<file path="src/rtl/pipe_ctrl_pkg.sv">
// Shared widths, state encodings and types for the pipeline hazard / flush controller.
// The sizes and state codes are plain defines so any file of the core can pick them up.
`ifndef PIPE_CTRL_SIZES
`define PIPE_CTRL_SIZES
`define SIZE_ADDR     16
`define HBIT_ADDR     15
`define SIZE_SRC_GP   5
`define HBIT_SRC_GP   4
`define SIZE_TGT_GP   `SIZE_SRC_GP
`define HBIT_TGT_GP   `HBIT_SRC_GP
`define STATE_RUN     2'b00
`define STATE_STALL   2'b01
`define STATE_FREEZE  2'b10
`endif

package pipe_ctrl_pkg;

    typedef enum logic [1:0] {
        ST_RUN    = `STATE_RUN,
        ST_STALL  = `STATE_STALL,
        ST_FREEZE = `STATE_FREEZE
    } state_e;

    typedef enum logic [1:0] {
        DEC_RUN,
        DEC_STALL,
        DEC_FREEZE,
        DEC_FLUSH
    } decision_e;

    typedef struct packed {
        logic                 v;
        logic [`HBIT_TGT_GP:0] tgt;
    } sb_entry_t;

    // A flush only redirects fetch; the pipeline is otherwise running.
    function automatic state_e report_state(decision_e d);
        case (d)
            DEC_STALL:  return ST_STALL;
            DEC_FREEZE: return ST_FREEZE;
            default:    return ST_RUN;
        endcase
    endfunction

endpackage

</file>
<file path="src/rtl/pipe_ctrl_if.sv">
// Decode/EX/MA facing signals of the pipeline controller; the pipeline side is master,
// the controller is slave.
interface pipe_ctrl_if;
    import pipe_ctrl_pkg::*;

    logic                  iw_id_valid;
    logic [`HBIT_SRC_GP:0] iw_id_src_gp;
    logic                  iw_id_src_en;
    logic [`HBIT_TGT_GP:0] iw_id_tgt_gp;
    logic                  iw_id_tgt_en;
    logic                  iw_br_taken;
    logic [`HBIT_ADDR:0]   iw_br_pc;
    logic                  iw_mem_busy;

    logic                  ow_stall_if;
    logic                  ow_stall_id;
    logic                  ow_bubble_ex;
    logic                  ow_flush_if;
    logic                  ow_flush_id;
    logic                  ow_pc_load;
    logic [`HBIT_ADDR:0]   ow_pc_tgt;
    state_e                ow_state;
    logic [15:0]           ow_stall_cnt;

    modport master (
        output iw_id_valid, iw_id_src_gp, iw_id_src_en, iw_id_tgt_gp, iw_id_tgt_en,
               iw_br_taken, iw_br_pc, iw_mem_busy,
        input  ow_stall_if, ow_stall_id, ow_bubble_ex, ow_flush_if, ow_flush_id,
               ow_pc_load, ow_pc_tgt, ow_state, ow_stall_cnt
    );

    modport slave (
        input  iw_id_valid, iw_id_src_gp, iw_id_src_en, iw_id_tgt_gp, iw_id_tgt_en,
               iw_br_taken, iw_br_pc, iw_mem_busy,
        output ow_stall_if, ow_stall_id, ow_bubble_ex, ow_flush_if, ow_flush_id,
               ow_pc_load, ow_pc_tgt, ow_state, ow_stall_cnt
    );

endinterface

</file>
<file path="src/rtl/pipe_ctrl_sb_entry.sv">
// One scoreboard slot: holds {v, tgt} of an instruction past decode and flags when
// the decode source register matches it.
module pipe_sb_entry
    import pipe_ctrl_pkg::*;
(
    input  logic                  clk,
    input  logic                  clear,
    input  logic                  hold,
    input  sb_entry_t             d,
    input  logic [`HBIT_SRC_GP:0] src_gp,
    output sb_entry_t             q,
    output logic                  match
);

    sb_entry_t entry_q;
    sb_entry_t entry_d;

    always_comb begin
        entry_d = d;
        if (hold) begin
            entry_d = entry_q;
        end
    end

    always_ff @(posedge clk) begin
        if (clear) begin
            entry_q <= '0;
        end else begin
            entry_q <= entry_d;
        end
    end

    assign q     = entry_q;
    assign match = entry_q.v & (entry_q.tgt == src_gp);

endmodule

</file>
<file path="src/rtl/pipe_ctrl.sv">
// Pipeline controller: per-cycle freeze / flush / stall / run decision from a three-deep
// register scoreboard, plus a registered state report and a saturating stall counter.
module pipe_ctrl
    import pipe_ctrl_pkg::*;
(
    input  logic        iw_clk,
    input  logic        iw_rst,
    pipe_ctrl_if.slave  bus
);

    sb_entry_t   ex_d;
    sb_entry_t   ex_q;
    sb_entry_t   ma_q;
    sb_entry_t   wb_unused;
    logic        ex_match;
    logic        ma_match;
    logic        wb_match;
    logic        hazard;
    logic        sb_hold;
    decision_e   decision;
    state_e      state_q;
    state_e      state_d;
    logic [15:0] stall_cnt_q;
    logic [15:0] stall_cnt_d;

    assign hazard = bus.iw_id_valid & bus.iw_id_src_en & (ex_match | ma_match | wb_match);

    always_comb begin
        decision = DEC_RUN;
        if (bus.iw_mem_busy) begin
            decision = DEC_FREEZE;
        end else if (bus.iw_br_taken) begin
            decision = DEC_FLUSH;
        end else if (hazard) begin
            decision = DEC_STALL;
        end
    end

    // Only a RUN decision lets the decode instruction enter EX; anything else inserts a bubble.
    always_comb begin
        ex_d = '0;
        if (decision == DEC_RUN) begin
            ex_d.v   = bus.iw_id_valid & bus.iw_id_tgt_en;
            ex_d.tgt = bus.iw_id_tgt_gp;
        end
    end

    assign sb_hold = (decision == DEC_FREEZE);

    pipe_sb_entry u_sb_ex (
        .clk    (iw_clk),
        .clear  (iw_rst),
        .hold   (sb_hold),
        .d      (ex_d),
        .src_gp (bus.iw_id_src_gp),
        .q      (ex_q),
        .match  (ex_match)
    );

    pipe_sb_entry u_sb_ma (
        .clk    (iw_clk),
        .clear  (iw_rst),
        .hold   (sb_hold),
        .d      (ex_q),
        .src_gp (bus.iw_id_src_gp),
        .q      (ma_q),
        .match  (ma_match)
    );

    pipe_sb_entry u_sb_wb (
        .clk    (iw_clk),
        .clear  (iw_rst),
        .hold   (sb_hold),
        .d      (ma_q),
        .src_gp (bus.iw_id_src_gp),
        .q      (wb_unused),
        .match  (wb_match)
    );

    // Reset overrides every input so the front end is flushed while held in reset.
    always_comb begin
        bus.ow_stall_if  = 1'b0;
        bus.ow_stall_id  = 1'b0;
        bus.ow_bubble_ex = 1'b0;
        bus.ow_flush_if  = 1'b0;
        bus.ow_flush_id  = 1'b0;
        bus.ow_pc_load   = 1'b0;
        bus.ow_pc_tgt    = '0;
        if (iw_rst) begin
            bus.ow_flush_if = 1'b1;
            bus.ow_flush_id = 1'b1;
        end else begin
            case (decision)
                DEC_FREEZE: begin
                    bus.ow_stall_if = 1'b1;
                    bus.ow_stall_id = 1'b1;
                end
                DEC_FLUSH: begin
                    bus.ow_flush_if  = 1'b1;
                    bus.ow_flush_id  = 1'b1;
                    bus.ow_pc_load   = 1'b1;
                    bus.ow_pc_tgt    = bus.iw_br_pc;
                    bus.ow_bubble_ex = 1'b1;
                end
                DEC_STALL: begin
                    bus.ow_stall_if  = 1'b1;
                    bus.ow_stall_id  = 1'b1;
                    bus.ow_bubble_ex = 1'b1;
                end
                default: begin
                end
            endcase
        end
    end

    always_comb begin
        state_d     = report_state(decision);
        stall_cnt_d = stall_cnt_q;
        if ((decision == DEC_STALL) && (stall_cnt_q != 16'hFFFF)) begin
            stall_cnt_d = stall_cnt_q + 16'd1;
        end
    end

    always_ff @(posedge iw_clk) begin
        if (iw_rst) begin
            state_q     <= ST_RUN;
            stall_cnt_q <= '0;
        end else begin
            state_q     <= state_d;
            stall_cnt_q <= stall_cnt_d;
        end
    end

    assign bus.ow_state     = state_q;
    assign bus.ow_stall_cnt = stall_cnt_q;

endmodule
</file>
<file path="src/flat_wrapper.sv">
// flat-port wrapper written by rule: the top's interface ports become plain ports
module pipe_ctrl_flat import pipe_ctrl_pkg::*;
  (iw_clk, iw_rst, bus_iw_id_valid, bus_iw_id_src_gp, bus_iw_id_src_en, bus_iw_id_tgt_gp, bus_iw_id_tgt_en, bus_iw_br_taken, bus_iw_br_pc, bus_iw_mem_busy, bus_ow_stall_if, bus_ow_stall_id, bus_ow_bubble_ex, bus_ow_flush_if, bus_ow_flush_id, bus_ow_pc_load, bus_ow_pc_tgt, bus_ow_state, bus_ow_stall_cnt);
  pipe_ctrl_if bus_i ();
  input  logic iw_clk;
  input  logic iw_rst;
  input wire logic [$bits(bus_i.iw_id_valid)-1:0] bus_iw_id_valid;
  input wire logic [$bits(bus_i.iw_id_src_gp)-1:0] bus_iw_id_src_gp;
  input wire logic [$bits(bus_i.iw_id_src_en)-1:0] bus_iw_id_src_en;
  input wire logic [$bits(bus_i.iw_id_tgt_gp)-1:0] bus_iw_id_tgt_gp;
  input wire logic [$bits(bus_i.iw_id_tgt_en)-1:0] bus_iw_id_tgt_en;
  input wire logic [$bits(bus_i.iw_br_taken)-1:0] bus_iw_br_taken;
  input wire logic [$bits(bus_i.iw_br_pc)-1:0] bus_iw_br_pc;
  input wire logic [$bits(bus_i.iw_mem_busy)-1:0] bus_iw_mem_busy;
  output wire logic [$bits(bus_i.ow_stall_if)-1:0] bus_ow_stall_if;
  output wire logic [$bits(bus_i.ow_stall_id)-1:0] bus_ow_stall_id;
  output wire logic [$bits(bus_i.ow_bubble_ex)-1:0] bus_ow_bubble_ex;
  output wire logic [$bits(bus_i.ow_flush_if)-1:0] bus_ow_flush_if;
  output wire logic [$bits(bus_i.ow_flush_id)-1:0] bus_ow_flush_id;
  output wire logic [$bits(bus_i.ow_pc_load)-1:0] bus_ow_pc_load;
  output wire logic [$bits(bus_i.ow_pc_tgt)-1:0] bus_ow_pc_tgt;
  output wire logic [$bits(bus_i.ow_state)-1:0] bus_ow_state;
  output wire logic [$bits(bus_i.ow_stall_cnt)-1:0] bus_ow_stall_cnt;
  assign bus_i.iw_id_valid = bus_iw_id_valid;
  assign bus_i.iw_id_src_gp = bus_iw_id_src_gp;
  assign bus_i.iw_id_src_en = bus_iw_id_src_en;
  assign bus_i.iw_id_tgt_gp = bus_iw_id_tgt_gp;
  assign bus_i.iw_id_tgt_en = bus_iw_id_tgt_en;
  assign bus_i.iw_br_taken = bus_iw_br_taken;
  assign bus_i.iw_br_pc = bus_iw_br_pc;
  assign bus_i.iw_mem_busy = bus_iw_mem_busy;
  assign bus_ow_stall_if = bus_i.ow_stall_if;
  assign bus_ow_stall_id = bus_i.ow_stall_id;
  assign bus_ow_bubble_ex = bus_i.ow_bubble_ex;
  assign bus_ow_flush_if = bus_i.ow_flush_if;
  assign bus_ow_flush_id = bus_i.ow_flush_id;
  assign bus_ow_pc_load = bus_i.ow_pc_load;
  assign bus_ow_pc_tgt = bus_i.ow_pc_tgt;
  assign bus_ow_state = bus_i.ow_state;
  assign bus_ow_stall_cnt = bus_i.ow_stall_cnt;
  pipe_ctrl u_core (.iw_clk(iw_clk), .iw_rst(iw_rst), .bus(bus_i));
endmodule
</file>
<file path="config.mk">
export PLATFORM = sky130hd
export DESIGN_NAME = pipe_ctrl_flat
export DESIGN_NICKNAME = d
export VERILOG_FILES = /design/src/rtl/pipe_ctrl_pkg.sv /design/src/rtl/pipe_ctrl_if.sv /design/src/rtl/pipe_ctrl_sb_entry.sv /design/src/rtl/pipe_ctrl.sv /design/src/flat_wrapper.sv
export SDC_FILE = /design/constraint.sdc
export NUM_CORES = 1
export LEC_CHECK = 0
export ABC_AREA = 1
export BUFFER_PORTS_ARGS = -buffer_cell sky130_fd_sc_hd__buf_2
export CORE_ASPECT_RATIO = 1.25
export CORE_UTILIZATION = 54
export CTS_CLUSTER_SIZE = 28
export DETAILED_ROUTE_END_ITERATION = 7
export PLACE_DENSITY = 0.95
export SLEW_MARGIN = 20
export SYNTH_ARGS = -nofsm -noshare
export SYNTH_HDL_FRONTEND = slang
export SYNTH_SLANG_ARGS = --single-unit
</file>
<file path="constraint.sdc">
create_clock -name iw_clk -period 5.8 [get_ports iw_clk]
set_input_delay 1.45 -clock iw_clk [delete_from_list [all_inputs] [get_ports iw_clk]]
set_output_delay 1.45 -clock iw_clk [all_outputs]
set_load 0.005 [all_outputs]
</file>
* Word level (Yosys, flattened, before mapping)
Index checks and enable logic that the tools add are counted.
** Word-level totals
- Register bits after elaboration :: 36
- Bits of input ports :: 33
- Logic and storage cells :: 42
** Cells by class
- $add $sub $neg :: 1
- Eq/ne operators :: 7
- Mux-type cells :: 14
- Bitwise operators :: 8
- Reduce and logical (&&, ||, !) cells :: 4
** Operators by type and width (count)
- two-way mux 16 bit :: 2
- adder 16 x 1 -> 16 bit, second input constant :: 1
- inequality test 16 bit, second input constant :: 1
- == test 5 bit :: 3
- two-way mux 1 bit :: 8
- AND 1 bit :: 6
- two-way mux 6 bit :: 1
- == test 2 bit, second input constant :: 2
- two-way mux 2 bit :: 2
- case mux 2 bit (2 select lines) :: 1
- OR reduction 2 bit :: 2
- == test 2 x 1 -> 1 bit, second input constant :: 1
- logical NOT 2 bit :: 1
- OR 1 bit :: 2
- logical AND 1 bit :: 1

* Logic depth before layout (Yosys ltp)
Gate-level depths: netlist of run 1.
- Depth in word-level cells :: 12
- Depth in mapped cells :: 15
- Mapped depth without buffers :: 15

* Cells and area by module
A second synthesis of run 1 with hierarchy kept.
** Unflattened totals
- Cell total of the unflattened synthesis :: 368
- Area total of the unflattened synthesis :: 2233.4 sq um
** Modules (own cells, without submodules)
- pipe_ctrl :: instances 1, cells each 227, area each 1313.8 sq um, seq. area each 360.3 sq um
- pipe_sb_entry :: instances 3, cells each 47, area each 306.5 sq um, seq. area each 120.1 sq um

* Least setup slack after synthesis of run 1
Ideal clock, no wire load.
- Kind :: input to output
- Start point :: input bus_iw_br_taken
- End point :: output bus_ow_stall_if
- Data arrival time :: 2.586 ns
- Data required time :: 4.350 ns
- Slack :: 1.764 ns
- Cell stages on the path :: 8
- Buffers on the path :: 1
- Cell sequence :: inv_1 > nor2_1 > inv_1 > nand2_1 > inv_1 > ha_1 > nor2_1 > buf_4
** On the way
- Longest elaborated chain between the ends :: 6
- Elaborated cells on any way between the ends :: 7
- Classes of those cells :: eq/ne: 2; mux: 4; reduce/logical: 1
** Ends and longest elaborated chain
- start, declared :: RTL line flat_wrapper.sv:12 : input wire logic [$bits(bus_i.iw_br_taken)-1:0] bus_iw_br_taken;
- two-way mux 2 bit (*) :: RTL line pipe_ctrl.sv:32 : end else if (bus.iw_br_taken) begin
- two-way mux 2 bit (*) :: RTL line pipe_ctrl.sv:30 : if (bus.iw_mem_busy) begin
- == test 2 x 1 -> 1 bit or == test 2 bit (tied branches)
- OR reduction 2 bit (no source line) (*)
- two-way mux 1 bit (*) (2 in series)
- end, declared :: RTL line flat_wrapper.sv:15 : output wire logic [$bits(bus_i.ow_stall_if)-1:0] bus_ow_stall_if;
Every way passes the cells marked *; elsewhere a longest branch is shown, timed or not.

* Final worst setup path of run 1
- Start point :: input bus_iw_id_src_gp[2]
- End point :: output bus_ow_stall_id
** On the way
- Longest elaborated chain between the ends :: 12
- Elaborated cells on any way between the ends :: 17
- Classes of those cells :: eq/ne: 5; mux: 5; bitwise: 6; reduce/logical: 1
** Ends and longest elaborated chain
- start, declared :: RTL line flat_wrapper.sv:8 : input wire logic [$bits(bus_i.iw_id_src_gp)-1:0] bus_iw_id_src_gp;
- == test 5 bit :: RTL line pipe_ctrl_sb_entry.sv:34 : assign match = entry_q.v & (entry_q.tgt == src_gp);
- AND 1 bit :: RTL line pipe_ctrl_sb_entry.sv:34
- OR 1 bit :: RTL line pipe_ctrl.sv:26 : assign hazard = bus.iw_id_valid & bus.iw_id_src_en & (ex_match | ma_match | wb_match);
- OR 1 bit (*) :: RTL line pipe_ctrl.sv:26
- AND 1 bit (*) :: RTL line pipe_ctrl.sv:26
- two-way mux 1 bit (*) :: RTL line pipe_ctrl.sv:34 : end else if (hazard) begin
- two-way mux 2 bit (*) :: RTL line pipe_ctrl.sv:32
- two-way mux 2 bit (*) :: RTL line pipe_ctrl.sv:30
- == test 2 x 1 -> 1 bit or == test 2 bit (tied branches) :: RTL line pipe_ctrl.sv:93 : case (decision)
- OR reduction 2 bit (no source line) (*)
- two-way mux 1 bit (*) :: RTL line pipe_ctrl.sv:93
- two-way mux 1 bit (*) :: RTL line pipe_ctrl.sv:89 : if (iw_rst) begin
- end, declared :: RTL line flat_wrapper.sv:16 : output wire logic [$bits(bus_i.ow_stall_id)-1:0] bus_ow_stall_id;
Marked as above.

==> impl_metrics.csv, run 1 <==
group,metric,value,unit
outcome,status,"finished, violations left",
outcome,violations,"DRC",
final_layout,fillCellCount,323,
logic_synthesis,yosysWarnings,0,
placement,gp_congestion,0.9220,
die,start_util,56.03,%
routing,post_drt_wl_per_cell,10.86,um
setup_path,rrSetupSlack,3.51,ns
die,die_h,71.78,um
logic_synthesis,ys.flop_type,"dfxtp_1",
die,coreArea,3754,um2
setup_path,r2r-end,"u_core.u_sb_wb.q[0]$_SDFFE_PP0P_",
final_layout,multi_input_area,1152,um2
routing,drt_iter0_drc,143,
placement,hpwl,3550,um
setup_path,critPathTopFamily,"simple AND/OR/NAND/NOR gates",
die,die_x,57.82,um
power,cellPowerDensity,202.0,nW/um2
sta,slew_viol_final,0,
global_route,top_usage_layer,"met2",
final_layout,final_area,2535,um2
sta,relSlewSlack,49.92,%
final_layout,drive_above_1_share,22.25,%
placement,dpl_cell_area,2445,um2
logic_synthesis,syn_inst,341,
setup_path,path_class,"in2out",
global_route,met1_usage,27.63,%
routing,wirelength,4876,um
global_route,track_usage,24.80,%
sta,setup_viol,0,
routing,first_pass_iters,8,
power,power.leakage,1.248,nW
setup_path,end_kind,"output port",
placement,io_buffer_count,72,
final_layout,final_cell_mix,"111 x nand2_1, 72 x buf_2, 58 x nor2_1",
logic_synthesis,synth_area,2103,um2
clocking,tritoncts,"yes",
worst_hold_path,min_path_type,"reg2reg",
setup_path,cp-startpoint,"bus_iw_id_src_gp[2]",
clocking,post_cts.repair.setup_buffers,0,
final_layout,final_common_cell,"nand2_1",
sta,rsz0062_at_grt,"false",
setup_path,cp_max_fo,4,
die,dieArea,4150,um2
sta,clock_skew,0.005707,ns
final_layout,nNetsFinal,446,
clocking,ctsResizeCount,0,
setup_path,worst_r2r_startpoint,"u_core.u_sb_ma.q[0]$_SDFFE_PP0P_",
final_layout,n_antenna_cell,0,
power,ir_drop,0.1419,mV
logic_synthesis,ys_ff_latch,36,
logic_synthesis,synth_nets,379,
sta,hold_violations,0,
clocking,ctsHoldBuffers,0,
setup_path,critical_path.endpoint,"bus_ow_stall_id",
setup_path,cp_slowest_cell,"ha_1",
global_route,gr-usage-met2,42.53,%
clocking,cts.sinks,36,
sta,period_needed,4.252,ns
setup_path,slowest_delay,0.29,ns
clocking,cts.reportedPaths.clkPinSlew,0.07,ns
clocking,cts_buffer_depth,2,
global_route,grt_pass1_wl,7990,um
sta,tns,0,ns
clocking,numCtsBuffers,5,
clocking,root_buffer,"clkbuf_8",
setup_path,crit_chain,"buf_2 > inv_1 > nand2_1 > nand2_1 > nor2_1 > nand3_1 > nand3_1 > nand2_1 > nand2_1 > inv_1 > ha_1 > nor2_1 > buf_2",
final_layout,ff_latch_area,720.7,um2
setup_path,cp.arrival,2.80,ns
setup_path,worstSetupStartpointType,"input port",
global_route,antenna_found_initial,0,
die,io-pin-count,73,
logic_synthesis,yosysUniqueCellTypes,23,
clocking,clk_latency,0.29,ns
global_route,met3_usage,5.957,%
sta,fmax,0.2352,GHz
routing,drc,2,
logic_synthesis,async_flop_share,0,%
logic_synthesis,synth.avg_cell_area,6.168,um2
routing,ant_nets,0,
job,max-cap-violations,0,
final_layout,area.growth.synth_to_final,20.52,%
sta,hold_ws,0.4812,ns
logic_synthesis,yosysSeqAreaShare,34.27,%
power,finalPower,0.5122,mW
sta,period_share,73.31,%
routing,vias,2254,
final_layout,final_core_util,67.53,%
setup_path,crit_cells,13,
setup_path,reg2reg_depth,13,
clocking,h-tree-depth,2,
logic_synthesis,synth_edf_count,0,
sta,tightest_slew,0.7512,ns
setup_path,cp.required,4.35,ns
global_route,overflow,0,
global_route,grt_pass1_vias,1910,
setup_path,critPathMostFrequentCell,"nand2_1",
routing,vias_per_cell,5.020,
global_route,grt_start_max_net_pins,33,
die,rows,25,
setup_path,path_buf_inv,4,
sequential cells by signal (all words and copies together), names as in the netlist:
signal,flops
u_core.bus.ow_stall_cnt,16
u_core.u_sb_ex.q,6
u_core.u_sb_ma.q,6
u_core.u_sb_wb.q,6
u_core.bus.ow_state,2
worst min-delay path by stage:
stage,depth (start not counted),from,to
6_report,2,u_core.u_sb_wb.q[3]$_SDFFE_PP0P_,u_core.u_sb_wb.q[3]$_SDFFE_PP0P_
4_1_cts,2,u_core.u_sb_wb.q[3]$_SDFFE_PP0P_,u_core.u_sb_wb.q[3]$_SDFFE_PP0P_
2_1_floorplan,2,u_core.u_sb_ex.q[5]$_SDFFE_PP0P_,u_core.u_sb_ex.q[5]$_SDFFE_PP0P_
5_1_grt,2,u_core.u_sb_ex.q[5]$_SDFFE_PP0P_,u_core.u_sb_ex.q[5]$_SDFFE_PP0P_
3_5_place_dp,2,u_core.u_sb_wb.q[3]$_SDFFE_PP0P_,u_core.u_sb_wb.q[3]$_SDFFE_PP0P_
3_3_place_gp,2,u_core.u_sb_wb.q[2]$_SDFFE_PP0P_,u_core.u_sb_wb.q[2]$_SDFFE_PP0P_
where the power goes:
part           switching [mW]  internal, mW  total (mW)
registers             0.00539         0.255       0.261
logic                  0.0413        0.0269      0.0682
clock network          0.0864        0.0968       0.183
routing by layer:
layer | vias to the layer above | wire, um
li1 | 1193 | -
met4 | 0 | 116
met2 | 50 | 2589
met3 | 8 | 171
met5 | - | 0
met1 | 1003 | 1999
cell usage after synthesis, types with 3 or more instances:
cell type | count | area share (%)
o21ai_0 | 14 | 3.3
nand2_1 | 111 | 20
nand3_2 | 4 | 1.9
a21oi_1 | 30 | 7.1
ha_1 | 5 | 3.0
inv_1 | 41 | 7.3
nand3_1 | 15 | 3.6
dfxtp_1 | 36 | 34
nor2_1 | 58 | 10
clkbuf_1 | 7 | 1.2
buf_4 | 3 | 1.1
tightest hold or removal path, cell delays in order, from the launching register on:
cell and delay, ns:
dfxtp_1 0.31, inv_1 0.06, a21oi_1 0.06
final cells by class:
type / instances / share of cell area, %
Sequential cell: 36 / 28.43
Tap cell: 40 / 1.974
Inverter: 41 / 6.071
Clock buffer: 8 / 3.554
Multi-Input combinational cell: 251 / 45.46
Timing Repair Buffer: 73 / 14.51
kinds of logic after synthesis:
group,Yosys count,synth area share (%)
AO/OA/AOI/OAI,46,11.12
adder cells (fa/ha/maj),5,2.974
flip-flops,36,34.27
XOR/XNOR,3,1.249
buffers and inverters,54,10.95
AND/OR/NAND/NOR,197,39.44
stage by stage:
| stage | setup WS (ns) | instances |
|---|---|---|
| after floorplan | 1.764 | 341 |
| after global placement | 1.587 | 441 |
| after detailed placement | 1.574 | 441 |
| after CTS | 1.563 | 449 |
| after global routing | 1.359 | 449 |
| final | 1.548 | 449 |
Note: power is estimated with default switching activity, not from simulation.
==> inputs of run 2 (changes only) <==
--- a/config.mk
+++ b/config.mk
@@ -8,10 +8,10 @@
 export ABC_AREA = 1
 export BUFFER_PORTS_ARGS = -buffer_cell sky130_fd_sc_hd__buf_2
 export CORE_ASPECT_RATIO = 1.25
-export CORE_UTILIZATION = 54
+export CORE_UTILIZATION = 50
 export CTS_CLUSTER_SIZE = 28
 export DETAILED_ROUTE_END_ITERATION = 7
-export PLACE_DENSITY = 0.95
+export PLACE_DENSITY = 0.9
 export SLEW_MARGIN = 20
 export SYNTH_ARGS = -nofsm -noshare
 export SYNTH_HDL_FRONTEND = slang
==> constraint.sdc (replaced) <==
create_clock -name iw_clk -period 4.1 [get_ports iw_clk]
set_input_delay 1.025 -clock iw_clk [delete_from_list [all_inputs] [get_ports iw_clk]]
set_output_delay 1.025 -clock iw_clk [all_outputs]
set_load 0.005 [all_outputs]
==> run 2 against run 1 <==
Compared with the run above:
- the flow now finishes without violations
- power grew 41%
- routed wire length decreased by 2.3%
- worst setup slack got worse by 0.85 ns
- largest cell class unchanged
- largest power group unchanged
- highest routed layer unchanged
==> impl_metrics.csv, run 2 (synthesized netlist as in run 1, its figures left out) <==
group,metric,value,unit
sta,finalWorstSetupSlack,0.6974,ns
setup_path,path_buf_inv,4,
setup_path,cp_max_fo,5,
routing,post_drt_wl_per_cell,10.20,um
routing,wirelength,4764,um
die,coreArea,4066,um2
final_layout,final_cell_mix,"111 x nand2_1, 72 x buf_2, 58 x nor2_1",
sta,hold_ws,0.4702,ns
die,start_util,51.72,%
sta,rsz0062_at_grt,"false",
setup_path,cp.required,3.07,ns
sta,hold_violations,0,
sta,period_needed,3.403,ns
clocking,cts_buffer_depth,2,
global_route,grt_pass1_vias,1819,
routing,vias,2233,
power,power.leakage,1.258,nW
placement,dp_cells,459,
sta,setup_viol,0,
final_layout,nNetsFinal,448,
setup_path,worst_r2r_startpoint,"u_core.u_sb_ex.q[2]$_SDFFE_PP0P_",
job,max-cap-violations,0,
clocking,post_cts.repair.setup_buffers,0,
worst_hold_path,min_path_type,"reg2reg",
final_layout,n_antenna_cell,0,
global_route,track_usage,20.97,%
clocking,cts.sinks,36,
die,die_x,60.01,um
setup_path,worstSetupStartpointType,"input port",
final_layout,final_common_cell,"nand2_1",
final_layout,area.growth.synth_to_final,22.19,%
sta,period_share,82.99,%
setup_path,critPathMostFrequentCell,"nand2_1",
final_layout,final_core_util,63.20,%
setup_path,cp.arrival,2.38,ns
setup_path,slowest_delay,0.29,ns
routing,drc,0,
die,dieArea,4472,um2
clocking,root_buffer,"clkbuf_8",
power,cellPowerDensity,281.7,nW/um2
placement,pre_cts_ws,0.7042,ns
sta,fmax,0.2939,GHz
setup_path,path_class,"in2out",
global_route,overflow,0,
sta,relSlewSlack,60.38,%
setup_path,critPathTopFamily,"simple AND/OR/NAND/NOR gates",
final_layout,drive_above_1_share,22.63,%
placement,hpwl,3560,um
setup_path,end_kind,"output port",
placement,gp_congestion,0.8715,
outcome,status,"completed",
clocking,cts.reportedPaths.clkPinSlew,0.07,ns
power,ir_drop,0.1831,mV
setup_path,cp_slowest_cell,"ha_1",
global_route,met1_usage,24.41,%
global_route,antenna_found_initial,0,
routing,first_pass_iters,4,
sta,slew_viol_final,0,
placement,io_buffer_count,72,
sta,clock_skew,0.006860,ns
clocking,h-tree-depth,2,
setup_path,cp-startpoint,"bus_iw_id_src_gp[0]",
routing,drt_iter0_drc,115,
clocking,tritoncts,"yes",
die,die_h,74.52,um
sta,tns,0,ns
clocking,ctsResizeCount,0,
setup_path,crit_chain,"buf_2 > inv_1 > nand2_1 > nand2_1 > nor2_1 > nand3_1 > nand3_1 > nand2_1 > nand2_1 > inv_1 > ha_1 > nor2_1 > buf_2",
clocking,clk_latency,0.29,ns
sta,tightest_slew,0.5929,ns
clocking,numCtsBuffers,5,
routing,vias_per_cell,4.782,
global_route,grt_pass1_wl,7238,um
die,rows,26,
final_layout,largest_reg_flops,16,
final_layout,final_cell_count_no_fill,467,
global_route,met3_usage,4.870,%
global_route,grt_start_max_net_pins,33,
global_route,gr-usage-met2,37.53,%
routing,ant_nets,0,
global_route,top_usage_layer,"met2",
die,io-pin-count,73,
clocking,ctsHoldBuffers,0,
worst_hold_path,min_from,"u_core.u_sb_wb.q[3]$_SDFFE_PP0P_",
==> run 2: changes by cell type in the layout (fill, tap and decap cells not counted) <==
| cell | delta |
|---|---|
| buf_4 | +2 |
==> run 2: path summary, 6_finish.rpt <==
kind                                                   end  slack, ns  cells after the start
hold / removal            u_core.u_sb_wb.q[3]$_SDFFE_PP0P_       0.47                      2
hold reg to reg           u_core.u_sb_wb.q[3]$_SDFFE_PP0P_       0.47                      2
setup / recovery                           bus_ow_stall_if       0.70                     13
setup reg to reg  u_core.bus.ow_stall_cnt[14]$_SDFFE_PP0P_       1.89                     14
==> run 2: area by class of cell <==
class,instances,area (um2)
Clock buffer,8,90.09
Fill cell,361,1496
Inverter,41,153.9
Multi-Input combinational cell,251,1152
Sequential cell,36,720.7
Tap cell,56,70.07
Timing Repair Buffer,75,382.9
==> run 2: metal layers <==
layer	up-vias	routed length, um	share of wire (%)
li1	1192	-	-
met1	998	2107	44
met2	39	2480	52
met3	4	127	2.7
met4	0	49	1.0
met5	-	0	0
==> run 2: worst min-delay path: stages, from the launching register on <==
cell and delay, ns:
dfxtp_1 0.31, inv_1 0.06, a21oi_1 0.06
==> run 2: power by group <==
part	internal (mW)	switching (mW)	leakage (nW)
Combinational	0.0392	0.0585	0.919
Sequential	0.361	0.00729	0.293
Clock	0.137	0.121	0.0455
==> run 2: through the flow <==
step                      instance area, um2  total power [mW]
final                                   2570            0.7240
after CTS                               2570            0.7309
after detailed placement                2480            0.4737
after global placement                  2480            0.4701
after global routing                    2570            0.7580
after floorplan                         2103            0.4372
